==> src/rtl/md_div_iter.sv <==
// Iterative radix-2 restoring divider for RV32 DIV/DIVU/REM/REMU.
// Takes unsigned magnitudes from the operand-conditioning stage, runs one
// quotient bit per cycle, then applies the sign fix-up in a single cycle.
module md_div_iter #(
  parameter int DATA_WIDTH = 32
) (
  input  logic                  clk_i,
  input  logic                  reset_i,
  input  logic                  start_i,
  input  logic                  kill_i,
  input  logic [2:0]            md_op_i,
  input  logic [DATA_WIDTH-1:0] X_i,
  input  logic [DATA_WIDTH-1:0] Y_i,
  input  logic                  X_sign_i,
  input  logic                  Y_sign_i,
  input  logic                  d_exception_i,
  input  logic [DATA_WIDTH-1:0] d_exception_result_i,
  output logic                  busy_o,
  output logic                  done_o,
  output logic [DATA_WIDTH-1:0] result_o
);

  localparam int CW = $clog2(DATA_WIDTH);
  localparam logic [CW-1:0] LAST = CW'(DATA_WIDTH - 1);

  typedef enum logic [1:0] {
    IDLE,
    CALC,
    FIX
  } state_t;

  state_t                state;
  state_t                state_next;
  logic [DATA_WIDTH-1:0] quot;
  logic [DATA_WIDTH-1:0] rem;
  logic [DATA_WIDTH-1:0] divisor;
  logic [CW-1:0]         count;
  logic [1:0]            op;
  logic                  x_sign;
  logic                  y_sign;
  logic                  accept;
  logic [DATA_WIDTH:0]   r;
  logic [DATA_WIDTH:0]   t;
  logic [DATA_WIDTH-1:0] fix_result;

  // Start acceptance: only divide ops, only in IDLE, and a flush always wins.
  assign accept = (state == IDLE) && start_i && md_op_i[2] && !kill_i;
  assign busy_o = (state != IDLE);

  // Trial subtraction of one restoring step; t[W] set means "did not fit".
  assign r = {rem, quot[DATA_WIDTH-1]};
  assign t = r - {1'b0, divisor};

  // Sign fix-up of the final quotient or remainder.
  always_comb begin
    // NOTE: default first so every path assigns the output; no latch inferred.
    fix_result = rem;
    unique case (op)
      2'b00:   fix_result = (x_sign ^ y_sign) ? -quot : quot;
      2'b01:   fix_result = quot;
      2'b10:   fix_result = x_sign ? -rem : rem;
      default: fix_result = rem;
    endcase
  end

  // State register.
  always_ff @(posedge clk_i) begin
    if (reset_i) state <= IDLE;
    else         state <= state_next;
  end

  // Next-state logic; a kill in CALC or FIX returns to IDLE without a result.
  always_comb begin
    state_next = state;
    unique case (state)
      IDLE:    if (accept && !d_exception_i) state_next = CALC;
      CALC:    if (kill_i) state_next = IDLE;
               else if (count == LAST) state_next = FIX;
      FIX:     state_next = IDLE;
      default: state_next = IDLE;
    endcase
  end

  // Datapath: operand capture, one restoring iteration per CALC cycle, result.
  always_ff @(posedge clk_i) begin
    // NOTE: the working registers are cleared on reset too, so every visible
    // and internal value is defined immediately after a reset pulse.
    if (reset_i) begin
      quot     <= '0;
      rem      <= '0;
      divisor  <= '0;
      count    <= '0;
      op       <= '0;
      x_sign   <= 1'b0;
      y_sign   <= 1'b0;
      done_o   <= 1'b0;
      result_o <= '0;
    end else begin
      // NOTE: non-blocking throughout, so each register sees pre-edge values.
      done_o <= 1'b0;
      unique case (state)
        IDLE: begin
          if (accept) begin
            op     <= md_op_i[1:0];
            x_sign <= X_sign_i;
            y_sign <= Y_sign_i;
            if (d_exception_i) begin
              result_o <= d_exception_result_i;
              done_o   <= 1'b1;
            end else begin
              quot    <= X_i;
              rem     <= '0;
              divisor <= Y_i;
              count   <= '0;
            end
          end
        end
        CALC: begin
          if (!kill_i) begin
            if (!t[DATA_WIDTH]) begin
              rem  <= t[DATA_WIDTH-1:0];
              quot <= {quot[DATA_WIDTH-2:0], 1'b1};
            end else begin
              rem  <= r[DATA_WIDTH-1:0];
              quot <= {quot[DATA_WIDTH-2:0], 1'b0};
            end
            count <= count + CW'(1);
          end
        end
        FIX: begin
          if (!kill_i) begin
            result_o <= fix_result;
            done_o   <= 1'b1;
          end
        end
        default: ;
      endcase
    end
  end

endmodule

==> config.mk <==
export PLATFORM = sky130hd
export DESIGN_NAME = md_div_iter
export DESIGN_NICKNAME = d
export VERILOG_FILES = /design/src/rtl/md_div_iter.sv
export SDC_FILE = /design/constraint.sdc
export NUM_CORES = 1
export LEC_CHECK = 0
export ABC_AREA = 1
export BUFFER_PORTS_ARGS = -buffer_cell sky130_fd_sc_hd__buf_2
export CAP_MARGIN = 10
export CORE_MARGIN = 3
export CORE_UTILIZATION = 60
export DETAILED_ROUTE_END_ITERATION = 8
export PLACE_DENSITY = 0.82
export SLEW_MARGIN = 20
export SYNTH_ARGS = -nofsm -noshare
export SYNTH_HDL_FRONTEND = slang
export SYNTH_SLANG_ARGS = --single-unit
export TNS_END_PERCENT = 50
==> constraint.sdc <==
create_clock -name clk_i -period 6.7 [get_ports clk_i]
set_input_delay 0.335 -clock clk_i [delete_from_list [all_inputs] [get_ports clk_i]]
set_output_delay 0.335 -clock clk_i [all_outputs]
set_load 0.02 [all_outputs]
; Word level (Yosys, flattened, before mapping)
; Cells that the tools add are included.
[totals]
elab_cells = 73
register_bits = 140
output_inout_bits = 34
n_memories = 0
ramBits = 0
rom_bits = 0
latch_bits = 0
input_bits = 106
[classes]
n_shift = 0
div_mod_pow = 0
reduce_logical = 16
order_cmp = 0
mul = 0
n_mux = 29
addsub = 4
n_bitwise = 2
n_eq_ne = 12
[op_table]
columns = op, n
row1 = $mux W32, 12
row2 = $pmux W32 S2, 3
row3 = $pmux W32 S3, 1
row4 = $neg A32 Y32, 2
row5 = $sub A33 B32 Y33, 1
row6 = $mux W5, 3
row7 = $ne A2 B2 Y1 const B, 5
row8 = $pmux W5 S2, 1
row9 = $reduce_and A4 Y1, 2
row10 = $mux W2, 3
row11 = $reduce_bool A2 Y1, 3
row12 = $add A5 B1 Y5 const B, 1
row13 = $eq A5 B5 Y1 const B, 1
row14 = $eq A2 B1 Y1 const B, 2
row15 = $eq A2 B2 Y1 const B, 2
row16 = $logic_and A1 B1 Y1, 4
row17 = $logic_not A2 Y1, 2
row18 = $mux W1, 4
row19 = $pmux W2 S2, 1
row20 = $reduce_and A2 Y1, 2
row21 = $ne A3 B3 Y1 const B, 1
row22 = $reduce_and A3 Y1, 1
row23 = $logic_not A1 Y1, 2
row24 = $ne A2 B1 Y1 const B, 1
row25 = 3 further kinds, 3

; Depth between registers and ports, before layout
; Gate-level depths: netlist of run 1.
[logic_depth]
depth_word = 7
ltp_mapped = 18

; Worst setup path after synthesis of run 1
; Ideal clock, no wire load.
[synth_path]
kind = reg-to-reg
startpoint = register quot[31]
endpoint = register rem[1]
setup_slack_ps = 4447
arrival_time_ps = 2186
period_less_slack_ps = 2253
stages_incl_launch_ff = 19
setup_ps = 67
path_cell_list = dfxtp_1 inv_1 ha_1 fa_1 inv_1 nand3_2 nand2_4 nand2_2 nand2_4 nand2_4 nand2_4 nand2_4 nand2_4 nand2_4 buf_6 buf_12 nand3_2 nand3_2 a21oi_2
[synth_between]
elab_chain_len = 4
[synth_lines]
columns = item, line_no
row1 = "start, declared", 34  ; logic [DATA_WIDTH-1:0] quot;
row2 = "start signal, assigned", 111  ; quot <= X_i;
row3 = "start signal, assigned", 122  ; quot <= {quot[DATA_WIDTH-2:0], 1'b1};
row4 = "start signal, assigned", 125  ; quot <= {quot[DATA_WIDTH-2:0], 1'b0};
row5 = $sub A33 B32 Y33, 52  ; assign t = r - {1'b0, divisor};
row6 = $mux W32, 120  ; if (!t[DATA_WIDTH]) begin
row7 = $mux W32, 119  ; if (!kill_i) begin
row8 = $pmux W32 S2, 101  ; unique case (state)
row9 = "end signal, assigned", 121  ; rem <= t[DATA_WIDTH-1:0];
row10 = "end signal, assigned", 124  ; rem <= r[DATA_WIDTH-1:0];
row11 = "end, declared", 35  ; logic [DATA_WIDTH-1:0] rem;
; Every way passes these cells. The select of a mux whose other input is x is not followed.
; A chain may end at the register's enable or synchronous reset.

; Final worst setup path of run 1
[layout_path]
startpoint = register state[0]
endpoint = register quot[18]
[layout_between]
elab_chain_len = 6
[layout_lines]
columns = item, line_no
row1 = "start, declared", 32  ; state_t state;
row2 = "start signal, assigned", 69  ; else state <= state_next;
row3 = $logic_not A2 Y1, "47, 101"
row4 = $logic_and A1 B1 Y1 (3 in a row), 47  ; assign accept = (state == IDLE) && start_i && md_op_i[2] && !kill_i;
row5 = $ne A2 B2 Y1 (no line), n/a
row6 = $reduce_and A4 Y1 (no line), n/a
; Parallel ways exist; a longest one is shown, timed or not.

==> results of run 1 <==
## critical path: cells and delay by family, from the launching register on
kind	cells	cell delay (ps)
AND/OR/NAND/NOR	3	890
buffers and inverters	5	1800
flip-flops	1	320
AO/OA/AOI/OAI	2	400
## power breakdown
part           leakage [nW]  switching [mW]  internal, mW
clock network         0.295           0.387         0.624
registers              1.14          0.0284         0.860
logic                  4.90           0.451         0.212
## per-layer routing
metal / global-route usage / vias up
li1: - / 6354
met1: 0.501 / 5827
met2: 0.575 / 684
met3: 0.0569 / 84
met4: 0.0945 / 0
met5: 0 / -
## area by class of cell
type,count,area (um^2),area share
multi-input combinational,1421,7020,0.565
clock inverter,9,135,0.0109
timing repair buffer,147,756,0.0609
sequential,140,2800,0.226
clock buffer,22,484,0.0390
inverter,249,935,0.0753
tap,229,287,0.0231
## cell usage in the layout (no fill, tap or decap), drive strengths merged
cell type    n
nand2      565
inv        247
a21oi      207
nand3      174
o21ai      164
buf        147
dfxtp      140
nor2       127
ha          36
a31oi       33
nor3        30
clkbuf      22
nand4       19
xnor2       13
nand3b      12
o211ai      10
xor2         7
o21bai       6
clkinv       5
and2         4
o221ai       3
bufinv       3
clkinvlp     3
a21boi       2
o2111ai      2
and3         2
or2          1
o211a        1
o22ai        1
nor4         1
fa           1
## Yosys cell counts, types with 2 or more instances
cell,instances
xor2_1,7
nand2_1,548
o21ai_0,160
nor3_1,30
a21boi_0,2
inv_1,240
nand3_2,15
nand2_4,7
o2111ai_1,2
inv_2,8
and2_1,4
o221ai_1,3
nand4_1,19
xnor2_1,12
buf_6,6
and3_1,2
a21oi_4,2
clkbuf_1,44
nand3b_1,12
o211ai_1,10
a21oi_1,203
clkbuf_8,2
nand2_2,10
o21ai_1,4
nor2_1,120
nor2_4,3
buf_1,7
a31oi_1,33
a21oi_2,2
nand3_1,159
nor2_2,4
buf_2,25
dfxtp_1,140
ha_1,36
o21bai_1,6
## worst max-delay path by stage
stage / depth (start not counted) / to / start
floorplan: 18 / rem[1]$_SDFFE_PP0P_ / quot[31]$_SDFFE_PP0P_
global placement: 10 / count[0]$_SDFFE_PP0P_ / state[0]$_SDFFE_PP0P_
detailed placement: 10 / count[0]$_SDFFE_PP0P_ / state[0]$_SDFFE_PP0P_
CTS: 10 / quot[18]$_SDFFE_PP0P_ / state[0]$_SDFFE_PP0P_
global route: 10 / quot[8]$_SDFFE_PP0P_ / state[0]$_SDFFE_PP0P_
finish: 10 / quot[18]$_SDFFE_PP0P_ / state[0]$_SDFFE_PP0P_
## logic make-up (layout without fill, tap and decap cells)
kind of cell / Yosys count / count (layout) / synth area share
simple gates: 935 / 935 / 0.362
compound gates: 429 / 429 / 0.204
buf+inv: 337 / 427 / 0.125
flops: 140 / 140 / 0.250
fa+ha+maj: 37 / 37 / 0.0419
xor+xnor: 20 / 20 / 0.0173
## per-stage QoR
stage / power (mW) / instance area (um^2) / setup WS, ps / std cells
4_1_cts: 2.54 / 12400 / 3200 / 2217
3_5_place_dp: 1.54 / 11800 / 3220 / 2186
3_3_place_gp: 1.53 / 11800 / 3350 / 2186
5_1_grt: 2.67 / 12400 / 2740 / 2217
2_1_floorplan: 1.38 / 11200 / 4450 / 1898
6_report: 2.56 / 12400 / 3110 / 2217
## sequential cells by signal, summed over array words and instances (netlist names)
name	cells
divisor	32
quot	32
rem	32
result_o	32
count	5
op	2
state	2
done_o	1
x_sign	1
y_sign	1
==> impl_metrics.yaml, run 1 <==
outcome:
  status: "complete, no violations"
sta:
  tightest_slew_ps: 1030
  setup_violations: 0
  rsz0062_at_grt: "no"
  slew_headroom: 0.311
  timing.setup.tns_ps: 0
  hold_viol: 0
  hold_ws_ps: 159
  maxSlewViolCount: 0
  finalCritPeriodShare: 0.536
  skew_ps: 8.65
  max_freq_mhz: 278
  post-route-min-period_ps: 3590
global_route:
  grt_pass1_vias: 11600
  overflow: 0
  antenna_found_initial: 0
  gr-usage-all-layers: 0.358
  grt_pass1_wl_mm: 58.9
  grt_start_max_net_pins: 105
detailed_routing:
  drtPass1Iterations: 8
  wl_per_cell_um: 16.7
  met1_length_mm: 16.1
  antenna_left: 0
  vias: 12900
  initialDrtViolationCount: 1425
  wl_met3_mm: 3.48
  viasPerCell: 5.84
  top_layer_used: "met4"
  dr_wl_met2_mm: 16.8
  drt_wl_total_mm: 37.1
  drc: 0
synthesis:
  netlist_instances: 1898
  netlist.top_cell.by_area: "dfxtp_1"
  synth_seq_cells: 140
  synthFlopType: "dfxtp_1"
  async_flop_share: 0
  synth_warnings: 0
  syn_nets: 2041
  ys_types: 46
  synth_sequential_area_ratio: 0.250
  syn_area_um2: 11200
  synth-edff-count: 0
  yosysTopAreaCellShare: 0.250
  synthTopCellsByArea: "dfxtp_1 25%, nand2_1 18%, a21oi_1 9.1%"
  syn_area_per_cell_um2: 5.91
layout:
  synthToLayoutAreaGrowth_pct: 10.7
  fillerInstances: 1756
  num_antenna_cells: 0
  nets: 2119
  finish.utilization: 0.684
  final_layout_size_suffix_gt1_frac: 0.117
cts:
  cts_buffer_depth: 2
  clock-sinks: 140
  cts_root_buffer: "clkbuf_16"
  cts_hold_buf: 0
  cts-resized-gates: 0
  cts_tree: "done"
  insertion_delay_ps: 440
  htree_levels: 4
  post_cts_buffers: 0
  numCtsBuffers: 17
  path_clk_slew_ps: 60
setup_path:
  critPathLaunchType: "flip-flop"
  reg2reg_to: "quot[18]$_SDFFE_PP0P_"
  r2r-start: "state[0]$_SDFFE_PP0P_"
  path_class: "flip-flop to flip-flop"
  path_max_fanout: 68
  crit_path_top_delay_cell: "nor2_4"
  worstRegToRegCells: 10
  path_cells: "inv_1, nor2_2, buf_4, inv_2, nor2_4, nor2_2, buf_4, inv_2, o21ai_0, a31oi_1"
  crit_arrival_ps: 3950
  endpoint_kind: "flip-flop"
  slowest_delay_ps: 750
  r2r_slack_ps: 3110
  cp_data_required_time_ps: 7050
floorplan:
  num_rows: 49
  start_util: 0.618
  io_pins: 140
  dieArea_um2: 20400
  core-area_um2: 18100
  fp.dieW_um: 143
  die_h_um: 143
run:
  max-cap-violations: 0
placed_design:
  hpwlAfterDp_mm: 28.0
  io_buffer_count: 139
  place.gp.congestion: 0.991
power:
  ir_drop_mv: 0.185
  power_density_nw_per_um2: 206
  leakage_nw: 6.33
hold_path:
  worstHoldPathCells: 2
  hp-class: "input pin to flip-flop"
  holdPathEnd: "state[1]$_SDFFE_PP0P_"
  hp-start: "kill_i"
Power figures use the tool's default switching activity.
==> run 2: changes to the inputs <==
Settings changed: CORE_UTILIZATION 60 to 54, PLACE_DENSITY 0.82 to 0.78.
Clock period 6.7 ns to 3.2 ns, I/O delays scaled along.
==> run 2 against run 1 <==
Net effect:
- hold slack lost 150 ps
- clock skew grew 2.3 ps
- sequential cell count is the same
- count of clock-buffer cells in the layout is the same
==> impl_metrics.yaml, run 2 (synthesized netlist as in run 1, its figures left out) <==
outcome:
  status: "complete, no violations"
detailed_routing:
  viasPerCell: 5.65
  antenna_left: 0
  drt_wl_total_mm: 37.4
  drtPass1Iterations: 6
  wl_per_cell_um: 16.3
  vias: 13000
  initialDrtViolationCount: 1426
  drc: 0
cts:
  insertion_delay_ps: 430
  clock-sinks: 140
  htree_levels: 4
  cts_root_buffer: "clkbuf_16"
  cts_buffer_depth: 2
  path_clk_slew_ps: 60
  cts_hold_buf: 30
  post_cts_buffers: 0
  cts-resized-gates: 0
  numCtsBuffers: 17
  cts_tree: "done"
layout:
  final_layout_size_suffix_gt1_frac: 0.120
  layout_commonest_cell: "nand2_1"
  nets: 2162
  synthToLayoutAreaGrowth_pct: 14.8
  regArea_um2: 2800
  fillerInstances: 2027
  finish.utilization: 0.635
  final_cell_mix: "547 x nand2_1, 237 x inv_1, 203 x a21oi_1"
  multiInputGateArea_um2: 7020
  num_antenna_cells: 0
sta:
  rsz0062_at_grt: "no"
  hold_viol: 0
  tightest_slew_ps: 1000
  timing.setup.tns_ps: 0
  finalCritPeriodShare: 0.913
  slew_headroom: 0.326
  setup_violations: 0
  hold_ws_ps: 7.88
  final.setup.worst_slack_ps: 279
  maxSlewViolCount: 0
  max_freq_mhz: 342
  post-route-min-period_ps: 2920
  skew_ps: 11.0
power:
  totalPowerFinal_mw: 5.40
  leakage_nw: 6.53
  p_switching_mw: 1.83
  ir_drop_mv: 0.329
  combPwrFrac: 0.263
  p_int_mw: 3.57
  power_density_nw_per_um2: 419
  p_sw_frac: 0.339
  p_clk_frac: 0.394
  seq_power_share: 0.343
placed_design:
  place.gp.congestion: 0.980
  hpwlAfterDp_mm: 28.0
  io_buffer_count: 139
  post-place-ws_ps: 329
setup_path:
  crit_path_frequent_cell: "nand2_4"
  endpoint_kind: "flip-flop"
  path_buf_inv: 3
  path_cells: "inv_1, ha_1, fa_1, inv_1, nand3_2, nand2_4, nand2_2, nand2_4, nand2_4, nand2_4, nand2_4, nand2_4, nand2_4, nand2_1, buf_4, nand2_1, nand3_1, a21oi_1"
  crit_path_top_delay_cell: "fa_1"
  path_max_fanout: 20
  cpLargestDelayFamily: "simple AND/OR/NAND/NOR gates"
  cp_data_required_time_ps: 3500
  slowest_delay_ps: 420
  crit_arrival_ps: 3220
  path_class: "flip-flop to flip-flop"
  critPathLaunchType: "flip-flop"
floorplan:
  start_util: 0.553
  die_h_um: 150
  dieArea_um2: 22500
  fp.dieW_um: 150
  core-area_um2: 20300
  io_pins: 140
  num_rows: 52
hold_path:
  hp-class: "input pin to flip-flop"
global_route:
  grt_pass1_wl_mm: 58.8
  gr-usage-all-layers: 0.326
  overflow: 0
  grt_start_max_net_pins: 84
  antenna_found_initial: 0
  grt_pass1_vias: 11400
run:
  max-cap-violations: 0
run 2: changes by cell type in the layout (fill, tap and decap cells not counted), sizes merged:
cell,change
clkinv,+1
dlygate4sd3,+30
buf,+13
clkinvlp,-1
run 2: power by group through the flow:
stage / clock [mW] / combinational, mW / sequential (mW)
3_5_place_dp: 0 / 1.35 / 1.89
6_report: 2.13 / 1.42 / 1.85
4_1_cts: 2.13 / 1.39 / 1.85
5_1_grt: 2.20 / 1.57 / 1.86
3_3_place_gp: 0 / 1.34 / 1.89
2_1_floorplan: 0 / 1.00 / 1.89
run 2: worst min-delay path: stages:
cell	delay [ps]
buf_2	100
nand2_1	50
a31oi_1	70
run 2: final cells by class:
cell class,count,share of cell area
multi-input combinational,1421,0.545
timing repair buffer,190,0.0915
sequential,140,0.218
clock buffer,22,0.0368
inverter,249,0.0726
tap,270,0.0262
clock inverter,9,0.0106
run 2: per-layer routing:
metal	GRT usage	vias up	share of wire
met5	0	-	0
li1	-	6441	-
met3	0.0548	62	0.089
met4	0.0938	0	0.022
met2	0.497	594	0.44
met1	0.474	5898	0.45
run 2: stage by stage:
step	instance area [um^2]	std cells
2_1_floorplan	11200	1898
3_3_place_gp	12000	2240
3_5_place_dp	12000	2240
4_1_cts	12900	2301
5_1_grt	12900	2301
6_report	12900	2301
run 2: worst paths after layout:
| kind | start | to | slack [ps] | cells past startpoint |
|---|---|---|---|---|
| worst max register to register | quot[31]$_SDFFE_PP0P_ | rem[23]$_SDFFE_PP0P_ | 280 | 18 |
| worst min-delay path | X_i[12] | quot[12]$_SDFFE_PP0P_ | 8 | 3 |
| worst min register to register | divisor[31]$_SDFFE_PP0P_ | divisor[31]$_SDFFE_PP0P_ | 460 | 2 |
| worst max-delay path | quot[31]$_SDFFE_PP0P_ | rem[23]$_SDFFE_PP0P_ | 280 | 18 |
